File: src/rtl/evg_event_pkg.sv
// Shared types and helpers for the event generator merge path.
// Code widths, reserved codes, source/state enums and the debug struct.
package evg_event_pkg;

    localparam int EVENTCODE_WIDTH_DEFAULT = 8;
    localparam int NULL_EVENT_CODE = 0;
    localparam logic [7:0] END_OF_TABLE_EVENT_CODE = 8'h7F;

    typedef enum logic [1:0] {TRIG, SEQA, SEQB, SW} src_sel_e;

    typedef enum logic {OUT_EMPTY, OUT_FULL} out_state_e;

    // Observation struct: output register state, last loaded source, FIFO full flags, pending triggers.
    typedef struct packed {
        out_state_e outState;
        src_sel_e   lastSrc;
        logic       seqAFull;
        logic       seqBFull;
        logic [7:0] pending;
    } evg_dbg_t;

    function automatic logic [7:0] satInc(input logic [7:0] value);
        return (value == 8'hFF) ? value : value + 8'd1;
    endfunction

endpackage

File: src/rtl/evg_event_arbiter_if.sv
// Event code stream bundle, used for both the software request and the transmitter output.
// Handshake: a beat transfers on a rising clock edge where TVALID and TREADY are both 1;
// the master holds TDATA stable while TVALID=1 and TREADY=0.
interface evg_event_arbiter_if #(
    parameter int EVENTCODE_WIDTH = evg_event_pkg::EVENTCODE_WIDTH_DEFAULT
);
    logic [EVENTCODE_WIDTH-1:0] TDATA;
    logic                       TVALID;
    logic                       TREADY;

    modport master (output TDATA, output TVALID, input TREADY);
    modport slave  (input TDATA, input TVALID, output TREADY);
endinterface

File: src/rtl/evg_event_fifo.sv
// Synchronous FIFO for one sequencer. Pointers carry an extra wrap bit so full and empty
// are distinguishable; a push into a full FIFO succeeds only if a pop happens in the same cycle.
module evg_event_fifo
    import evg_event_pkg::*;
#(
    parameter int WIDTH = EVENTCODE_WIDTH_DEFAULT,
    parameter int DEPTH = 16
) (
    input  logic                   clk,
    input  logic                   rst_n,
    input  logic                   push,
    input  logic [WIDTH-1:0]       pushData,
    input  logic                   pop,
    output logic [WIDTH-1:0]       popData,
    output logic                   full,
    output logic                   empty,
    output logic [$clog2(DEPTH):0] fill,
    output logic                   overflow
);
    localparam int AW = $clog2(DEPTH);

    logic [WIDTH-1:0] mem [DEPTH];
    logic [AW:0]      wrPtr;
    logic [AW:0]      rdPtr;
    logic             doPush;
    logic             doPop;

    assign empty    = (wrPtr == rdPtr);
    assign full     = (wrPtr[AW-1:0] == rdPtr[AW-1:0]) && (wrPtr[AW] != rdPtr[AW]);
    assign doPop    = pop && !empty;
    assign doPush   = push && (!full || doPop);
    assign overflow = push && !doPush;
    assign popData  = mem[rdPtr[AW-1:0]];
    assign fill     = wrPtr - rdPtr;

    always_ff @(posedge clk or negedge rst_n) begin
        if (!rst_n) begin
            wrPtr <= '0;
            rdPtr <= '0;
        end else begin
            if (doPush) wrPtr <= wrPtr + 1'b1;
            if (doPop)  rdPtr <= rdPtr + 1'b1;
        end
    end

    always_ff @(posedge clk) begin
        if (doPush) mem[wrPtr[AW-1:0]] <= pushData;
    end

endmodule

File: src/rtl/evg_event_arbiter.sv
// Merges trigger, sequencer and software event codes into one registered stream for the
// transmitter: per-sequencer FIFOs, fixed-priority load, trigger edge/pending logic, statistics.
module evg_event_arbiter
    import evg_event_pkg::*;
#(
    parameter int EVENTCODE_WIDTH = EVENTCODE_WIDTH_DEFAULT,
    parameter int SEQ_FIFO_DEPTH  = 16,
    parameter int NUM_TRIGGERS    = 4
) (
    input  logic                                    evgTxClk,
    input  logic                                    evgTxRst_n,
    input  logic [EVENTCODE_WIDTH-1:0]              seqATDATA,
    input  logic                                    seqATVALID,
    input  logic [EVENTCODE_WIDTH-1:0]              seqBTDATA,
    input  logic                                    seqBTVALID,
    evg_event_arbiter_if.slave                      sw,
    input  logic [NUM_TRIGGERS-1:0]                 trigIn,
    input  logic [NUM_TRIGGERS*EVENTCODE_WIDTH-1:0] trigCodes,
    input  logic                                    statsClear,
    evg_event_arbiter_if.master                     evgTxEvent,
    output logic [7:0]                              seqAOverflowCount,
    output logic [7:0]                              seqBOverflowCount,
    output logic [7:0]                              trigCoalesceCount,
    output logic [$clog2(SEQ_FIFO_DEPTH):0]         seqAFill,
    output logic [$clog2(SEQ_FIFO_DEPTH):0]         seqBFill,
    output evg_dbg_t                                dbg
);
    localparam logic [EVENTCODE_WIDTH-1:0] NULL_CODE = EVENTCODE_WIDTH'(NULL_EVENT_CODE);

    out_state_e                 outState;
    src_sel_e                   lastSrc;
    logic [NUM_TRIGGERS-1:0]    trigPrev, pending, trigEdge, trigSel, trigClear, coalesce;
    logic [EVENTCODE_WIDTH-1:0] trigCode, aData, bData, loadCode;
    logic                       aEmpty, bEmpty, aFull, bFull, aOvf, bOvf, popA, popB;
    logic                       loadSlot, loadEn, swAck;
    src_sel_e                   loadSrc;
    logic [7:0]                 coalNext;

    evg_event_fifo #(.WIDTH(EVENTCODE_WIDTH), .DEPTH(SEQ_FIFO_DEPTH)) fifoA (
        .clk(evgTxClk), .rst_n(evgTxRst_n),
        .push(seqATVALID && (seqATDATA != NULL_CODE)), .pushData(seqATDATA),
        .pop(popA), .popData(aData), .full(aFull), .empty(aEmpty),
        .fill(seqAFill), .overflow(aOvf)
    );

    evg_event_fifo #(.WIDTH(EVENTCODE_WIDTH), .DEPTH(SEQ_FIFO_DEPTH)) fifoB (
        .clk(evgTxClk), .rst_n(evgTxRst_n),
        .push(seqBTVALID && (seqBTDATA != NULL_CODE)), .pushData(seqBTDATA),
        .pop(popB), .popData(bData), .full(bFull), .empty(bEmpty),
        .fill(seqBFill), .overflow(bOvf)
    );

    assign trigEdge = trigIn & ~trigPrev;
    // An edge landing on the cycle its pending bit is consumed re-arms it without counting.
    assign coalesce = trigEdge & pending & ~trigClear;

    always_comb begin
        trigSel  = '0;
        trigCode = NULL_CODE;
        for (int i = NUM_TRIGGERS - 1; i >= 0; i--) begin
            if (pending[i]) begin
                trigSel    = '0;
                trigSel[i] = 1'b1;
                trigCode   = trigCodes[i*EVENTCODE_WIDTH +: EVENTCODE_WIDTH];
            end
        end
    end

    always_comb begin
        loadSlot  = (outState == OUT_EMPTY) || evgTxEvent.TREADY;
        loadEn    = 1'b0;
        loadCode  = NULL_CODE;
        loadSrc   = SW;
        popA      = 1'b0;
        popB      = 1'b0;
        swAck     = 1'b0;
        trigClear = '0;
        if (|pending) begin
            loadEn    = loadSlot;
            loadCode  = trigCode;
            loadSrc   = TRIG;
            trigClear = loadSlot ? trigSel : '0;
        end else if (!aEmpty) begin
            loadEn   = loadSlot;
            loadCode = aData;
            loadSrc  = SEQA;
            popA     = loadSlot;
        end else if (!bEmpty) begin
            loadEn   = loadSlot;
            loadCode = bData;
            loadSrc  = SEQB;
            popB     = loadSlot;
        end else if (sw.TVALID) begin
            // A null software code is acknowledged but never reaches the output register.
            swAck    = loadSlot;
            loadEn   = loadSlot && (sw.TDATA != NULL_CODE);
            loadCode = sw.TDATA;
            loadSrc  = SW;
        end
    end

    always_comb begin
        coalNext = statsClear ? 8'd0 : trigCoalesceCount;
        for (int i = 0; i < NUM_TRIGGERS; i++) begin
            if (coalesce[i]) coalNext = satInc(coalNext);
        end
    end

    assign sw.TREADY         = swAck;
    assign evgTxEvent.TVALID = (outState == OUT_FULL);

    always_ff @(posedge evgTxClk or negedge evgTxRst_n) begin
        if (!evgTxRst_n) begin
            outState          <= OUT_EMPTY;
            lastSrc           <= TRIG;
            evgTxEvent.TDATA  <= '0;
            trigPrev          <= '0;
            pending           <= '0;
            seqAOverflowCount <= '0;
            seqBOverflowCount <= '0;
            trigCoalesceCount <= '0;
        end else begin
            trigPrev <= trigIn;
            pending  <= (pending & ~trigClear) | trigEdge;
            if (loadSlot) begin
                if (loadEn) begin
                    outState         <= OUT_FULL;
                    evgTxEvent.TDATA <= loadCode;
                    lastSrc          <= loadSrc;
                end else begin
                    outState <= OUT_EMPTY;
                end
            end
            if (statsClear)  seqAOverflowCount <= aOvf ? 8'd1 : 8'd0;
            else if (aOvf)   seqAOverflowCount <= satInc(seqAOverflowCount);
            if (statsClear)  seqBOverflowCount <= bOvf ? 8'd1 : 8'd0;
            else if (bOvf)   seqBOverflowCount <= satInc(seqBOverflowCount);
            trigCoalesceCount <= coalNext;
        end
    end

    assign dbg.outState = outState;
    assign dbg.lastSrc  = lastSrc;
    assign dbg.seqAFull = aFull;
    assign dbg.seqBFull = bFull;
    assign dbg.pending  = 8'(pending);

endmodule

File: src/flat_wrapper.sv
// flat-port wrapper written by rule: the top's interface ports become plain ports
module evg_event_arbiter_flat import evg_event_pkg::*;
#(
    parameter int EVENTCODE_WIDTH = EVENTCODE_WIDTH_DEFAULT,
    parameter int SEQ_FIFO_DEPTH  = 16,
    parameter int NUM_TRIGGERS    = 4
)
  (evgTxClk, evgTxRst_n, seqATDATA, seqATVALID, seqBTDATA, seqBTVALID, trigIn, trigCodes, statsClear, seqAOverflowCount, seqBOverflowCount, trigCoalesceCount, seqAFill, seqBFill, dbg, sw_TDATA, sw_TVALID, sw_TREADY, evgTxEvent_TDATA, evgTxEvent_TVALID, evgTxEvent_TREADY);
  evg_event_arbiter_if #(.EVENTCODE_WIDTH(EVENTCODE_WIDTH)) sw_i ();
  evg_event_arbiter_if #(.EVENTCODE_WIDTH(EVENTCODE_WIDTH)) evgTxEvent_i ();
  input  logic evgTxClk;
  input  logic evgTxRst_n;
  input  logic [EVENTCODE_WIDTH-1:0] seqATDATA;
  input  logic seqATVALID;
  input  logic [EVENTCODE_WIDTH-1:0] seqBTDATA;
  input  logic seqBTVALID;
  input  logic [NUM_TRIGGERS-1:0] trigIn;
  input  logic [NUM_TRIGGERS*EVENTCODE_WIDTH-1:0] trigCodes;
  input  logic statsClear;
  output logic [7:0] seqAOverflowCount;
  output logic [7:0] seqBOverflowCount;
  output logic [7:0] trigCoalesceCount;
  output logic [$clog2(SEQ_FIFO_DEPTH):0] seqAFill;
  output logic [$clog2(SEQ_FIFO_DEPTH):0] seqBFill;
  output evg_dbg_t dbg;
  input wire logic [$bits(sw_i.TDATA)-1:0] sw_TDATA;
  input wire logic [$bits(sw_i.TVALID)-1:0] sw_TVALID;
  output wire logic [$bits(sw_i.TREADY)-1:0] sw_TREADY;
  output wire logic [$bits(evgTxEvent_i.TDATA)-1:0] evgTxEvent_TDATA;
  output wire logic [$bits(evgTxEvent_i.TVALID)-1:0] evgTxEvent_TVALID;
  input wire logic [$bits(evgTxEvent_i.TREADY)-1:0] evgTxEvent_TREADY;
  assign sw_i.TDATA = sw_TDATA;
  assign sw_i.TVALID = sw_TVALID;
  assign sw_TREADY = sw_i.TREADY;
  assign evgTxEvent_TDATA = evgTxEvent_i.TDATA;
  assign evgTxEvent_TVALID = evgTxEvent_i.TVALID;
  assign evgTxEvent_i.TREADY = evgTxEvent_TREADY;
  evg_event_arbiter #(.EVENTCODE_WIDTH(EVENTCODE_WIDTH), .SEQ_FIFO_DEPTH(SEQ_FIFO_DEPTH), .NUM_TRIGGERS(NUM_TRIGGERS)) u_core (.evgTxClk(evgTxClk), .evgTxRst_n(evgTxRst_n), .seqATDATA(seqATDATA), .seqATVALID(seqATVALID), .seqBTDATA(seqBTDATA), .seqBTVALID(seqBTVALID), .sw(sw_i), .trigIn(trigIn), .trigCodes(trigCodes), .statsClear(statsClear), .evgTxEvent(evgTxEvent_i), .seqAOverflowCount(seqAOverflowCount), .seqBOverflowCount(seqBOverflowCount), .trigCoalesceCount(trigCoalesceCount), .seqAFill(seqAFill), .seqBFill(seqBFill), .dbg(dbg));
endmodule
File: config.mk
export PLATFORM = sky130hd
export DESIGN_NAME = evg_event_arbiter_flat
export DESIGN_NICKNAME = d
export VERILOG_FILES = /design/src/rtl/evg_event_pkg.sv /design/src/rtl/evg_event_arbiter_if.sv /design/src/rtl/evg_event_fifo.sv /design/src/rtl/evg_event_arbiter.sv /design/src/flat_wrapper.sv
export SDC_FILE = /design/constraint.sdc
export NUM_CORES = 1
export LEC_CHECK = 0
export CORE_ASPECT_RATIO = 0.5
export CORE_MARGIN = 3
export CORE_UTILIZATION = 51
export DETAILED_ROUTE_END_ITERATION = 6
export PLACE_DENSITY = 0.7
export SYNTH_ARGS = -nofsm -noshare
export SYNTH_HDL_FRONTEND = slang
export SYNTH_HIERARCHICAL = 1
export SYNTH_SLANG_ARGS = --single-unit
File: constraint.sdc
create_clock -name evgTxClk -period 4 [get_ports evgTxClk]
set_input_delay 0.8 -clock evgTxClk [delete_from_list [all_inputs] [get_ports evgTxClk]]
set_output_delay 0.8 -clock evgTxClk [all_outputs]
set_load 0.05 [all_outputs]
==> impl_metrics.csv <==
group,metric,value,unit
clocking,ctsRootBufferMaster,"sky130_fd_sc_hd__clkbuf_16",
route,routed-via-count,10100,
setup_path,critical_path_depth,25,
clocking,ctsHtreeMaxLevel,1,
synthesis,synth_seq_cells,319,
synthesis,synthesis.area,15100,um2
floorplan,dieArea,31900,um2
timing,worst_margin_slew,0.819,ns
layout,inserted_diodes,0,
setup_path,timing.critical_path.max_delay_family,"simple AND/OR/NAND/NOR gates",
synthesis,synthArstFlopShare,19.7,%
setup_path,worstPathBufferInverterCount,7,
global_route,grt_util_all_layers,23.0,%
synthesis,ys_dominant_reg_cell,"sky130_fd_sc_hd__edfxtp_1",
timing,timing.final.crit_period,4.06,ns
floorplan,floorplan.die.width,250,um
power_and_ir_drop,power.density_cell_area,528,nW/um2
global_route,grt_max_degree,44,
route,firstDrtPassIters,5,
route,drt-wirelength-per-cell,21.5,um
power_and_ir_drop,power.static_leakage,6.83,nW
setup_path,timing_worst_setup_path_type,"in -> reg",
layout,nFillCells,2018,
route,detail_route.vias_per_cell,5.87,
synthesis,yosysSeqAreaShare,61.2,%
global_route,groute.layer.met2.usage,39.4,%
setup_path,worst-endpoint-arrival,4.49,ns
layout,postLayoutCellArea,18700,um2
route,routed_wirelength,37000,um
synthesis,synth.lib_cells_used.distinct,88,
run,cap_violations,0,
placed_design,place.gp.congestion,0.871,
layout,area.sequential,9270,um2
setup_path,crit_path_max_incr_delay,0.35,ns
floorplan,core,28500,um2
placed_design,detailed_place_hpwl,25900,um
setup_path,worstPathRequired,4.43,ns
timing,grt_setup_unrepaired,"yes",
run_status,status,"complete, but fails checks",
global_route,met1_usage,31.5,%
floorplan,placement_rows,43,
global_route,grt_pass1_wl,56600,um
worst_hold_path,worst_hold_check_path_type,"in -> async",
setup_path,ff2ff_path_depth,21,
timing,hold_violations,0,
clocking,clk-insertion-delay-late,0.55,ns
placed_design,io_buffers,119,
power_and_ir_drop,worst_ir_drop_vdd,0.494,mV
global_route,number_of_antenna_violations_at_the_first_check_in_global_routing,0,
setup_path,timing.critical_path.to_type,"flip-flop",
timing,final_hold_slack,0.327,ns
floorplan,io_pins,124,
timing,report.final.setup_viol,2,
layout,area_of_the_multi_input_gates,5650,um2
synthesis,synth.avg_cell_area,14.2,um2
global_route,grt.met3_usage,2.86,%
clocking,ctsHoldBuffers,0,
timing,fmax,246,MHz
synthesis,synth_enable_flop_cells,256,
timing,skew,0.00737,ns
timing,layout_worst_path_cycle_share,101,%
timing,max-slew-margin-rel,45.2,%
layout,post_route_cells_drive_above_1_share,20.4,%
route,final_antenna_net_count,0,
clocking,clkTransAtPathRegs,0.06,ns
layout,flow.area_growth_from_synthesis,23.6,%
setup_path,cpMaxStageDelayCell,"sky130_fd_sc_hd__o31ai_2",
synthesis,synthesis.yosys.warnings,6,
layout,finalNetCount,1407,
setup_path,cpMostUsedCell,"sky130_fd_sc_hd__ha_4",
floorplan,fp.dieH,128,um
global_route,first_global_vias,9999,
placed_design,placement.cell_area,17600,um2
route,drt_first_iter_violations,954,
clocking,tritoncts_clock_tree,"built",
layout,fin_cells,1719,
layout,final_core_utilization,65.8,%
floorplan,floorplan.initialDensity,53.2,%
timing,report.final.slew_viol_count,0,
setup_path,timing.critical_path.fanout_max,4,
global_route,global_route.overflow_total,0,
synthesis,post_synth_inst_count,1063,
clocking,cts.path.max_buffers,3,
placed_design,placed_cells_incl_taps,1649,
global_route,gr-max-usage-layer,"met2",
timing,setup_slack,-0.0592,ns
run_status,violations,"setup timing",
placed_design,placement_stage_worst_setup_slack,-0.991,ns
clocking,tritoncts_num_sinks,319,
clocking,cts_made_buffers,28,
setup_path,start_kind,"input pin",
route,drc_viols,0,
[metal layers]
metal,routed length (um),vias to the layer above
met1,16200,5108
met2,18000,284
met3,1890,51
met4,874,0
met5,0,-
li1,-,4643
[cell families (layout without fill, tap and decap cells)]
group | count (synthesis) | in the layout | synth area share, %
xor+xnor | 41 | 41 | 2.52
mux | 109 | 109 | 12.3
fa+ha+maj | 25 | 25 | 2.16
compound gates | 210 | 210 | 9.24
simple gates | 281 | 281 | 9.69
other cells | 1 | 4 | 0.0248
buf+inv | 77 | 348 | 2.92
flops | 319 | 319 | 61.2
[flip-flops by register name, indices dropped and copies added (netlist names)]
name and flops:
u_core/evgTxEvent.TDATA 8, u_core/lastSrc 2, u_core/seqAOverflowCount 8, u_core/fifoB/rdPtr 5
u_core/fifoA/mem 128, u_core/fifoA/rdPtr 5, u_core/fifoB/mem 128, u_core/trigPrev 4
u_core/fifoB/wrPtr 5, u_core/fifoA/wrPtr 5, u_core/pending 4, u_core/trigCoalesceCount 8
u_core/evgTxEvent.TVALID 1, u_core/seqBOverflowCount 8
[worst register-to-register path, stage by stage, from the launching register on]
cell and delay, ns:
sky130_fd_sc_hd__dfrtp_1 0.42, sky130_fd_sc_hd__nor2b_4 0.20, sky130_fd_sc_hd__ha_4 0.15, sky130_fd_sc_hd__nand4b_4 0.13
sky130_fd_sc_hd__nor3_4 0.27, sky130_fd_sc_hd__nor2_4 0.08, sky130_fd_sc_hd__xnor2_2 0.15, sky130_fd_sc_hd__inv_2 0.09
sky130_fd_sc_hd__ha_4 0.15, sky130_fd_sc_hd__nand2_2 0.04, sky130_fd_sc_hd__mux2_4 0.28, sky130_fd_sc_hd__nor4_4 0.19
sky130_fd_sc_hd__nor2_2 0.12, sky130_fd_sc_hd__mux2_4 0.34, sky130_fd_sc_hd__ha_4 0.18, sky130_fd_sc_hd__nand3_4 0.08
sky130_fd_sc_hd__o31ai_4 0.10, sky130_fd_sc_hd__buf_4 0.15, sky130_fd_sc_hd__o31ai_2 0.35, sky130_fd_sc_hd__a211oi_4 0.13
sky130_fd_sc_hd__buf_4 0.18, sky130_fd_sc_hd__o21a_1 0.15
[layout by cell type, fill, tap and decap left out, drive strengths merged, types with 18 or more instances in the layout]
cell type	n
clkbuf	40
nor2	88
nand4	19
nand2	54
o21ai	63
dfrtp	63
ha	23
a21oi	67
edfxtp	256
mux4	48
inv	21
nor2b	22
buf	162
clkdlybuf4s50	112
xnor2	27
and3	18
mux2i	56
[per-stage QoR]
step           total power [mW]  setup TNS [ns]
6_report                   9.89         -0.0601
5_1_grt                    10.3          -0.794
4_1_cts                    9.93               0
3_5_place_dp               7.28           -7.34
3_3_place_gp               7.21           -6.60
2_1_floorplan              6.26           -4.70
[power by group]
part / switching, mW / internal, mW
registers: 0.201 / 3.95
clock network: 1.17 / 1.44
logic: 1.90 / 1.23
total: 3.27 / 6.62
[worst paths after layout]
kind,slack [ns],end,startpoint
setup reg to reg,-0.04,u_core/trigCoalesceCount[6],u_core/trigCoalesceCount[1]
hold / removal,0.33,u_core/fifoB/wrPtr[0],evgTxRst_n
min in group evgTxClk,0.49,u_core/evgTxEvent.TDATA[7],u_core/evgTxEvent.TDATA[7]
setup / recovery,-0.06,u_core/trigCoalesceCount[6],statsClear
hold reg to reg,0.49,u_core/evgTxEvent.TDATA[7],u_core/evgTxEvent.TDATA[7]
max in group asynchronous,2.88,u_core/trigCoalesceCount[4],evgTxRst_n
[Yosys cell counts (12+ instances only)]
| cell | n | area [um2] |
|---|---|---|
| sky130_fd_sc_hd__nand4_1 | 18 | 113 |
| sky130_fd_sc_hd__buf_2 | 13 | 65.1 |
| sky130_fd_sc_hd__o21ai_1 | 15 | 75.1 |
| sky130_fd_sc_hd__a221oi_1 | 16 | 140 |
| sky130_fd_sc_hd__nand3_1 | 17 | 85.1 |
| sky130_fd_sc_hd__ha_1 | 23 | 288 |
| sky130_fd_sc_hd__xor2_1 | 14 | 123 |
| sky130_fd_sc_hd__clkbuf_1 | 19 | 71.3 |
| sky130_fd_sc_hd__a21oi_1 | 66 | 330 |
| sky130_fd_sc_hd__and3_1 | 18 | 113 |
| sky130_fd_sc_hd__inv_1 | 21 | 78.8 |
| sky130_fd_sc_hd__nor2b_1 | 22 | 138 |
| sky130_fd_sc_hd__nand2_1 | 53 | 199 |
| sky130_fd_sc_hd__xnor2_1 | 24 | 210 |
| sky130_fd_sc_hd__dfrtp_1 | 63 | 1580 |
| sky130_fd_sc_hd__edfxtp_1 | 256 | 7690 |
| sky130_fd_sc_hd__mux2i_1 | 55 | 551 |
| sky130_fd_sc_hd__nor2_1 | 86 | 323 |
| sky130_fd_sc_hd__o21ai_0 | 48 | 240 |
| sky130_fd_sc_hd__nand2b_1 | 12 | 75.1 |
| sky130_fd_sc_hd__mux4_1 | 40 | 1050 |
[layout make-up]
cell class | instances | share of cell area, %
Tap cell | 382 | 2.55
Clock buffer | 40 | 4.20
Clock inverter | 12 | 0.501
Inverter | 21 | 0.461
Timing Repair Buffer | 275 | 12.6
Sequential cell | 319 | 49.5
Multi-Input combinational cell | 670 | 30.2
[timing repair]
item                                   4_1_cts  5_1_grt
setup buffers                               12        7
gates resized for setup                     17       12
endpoints found under the hold margin        0        0
pin swaps                                   14       12
setup endpoints to repair                    8        8
Note: power is estimated with default switching activity, not from simulation.
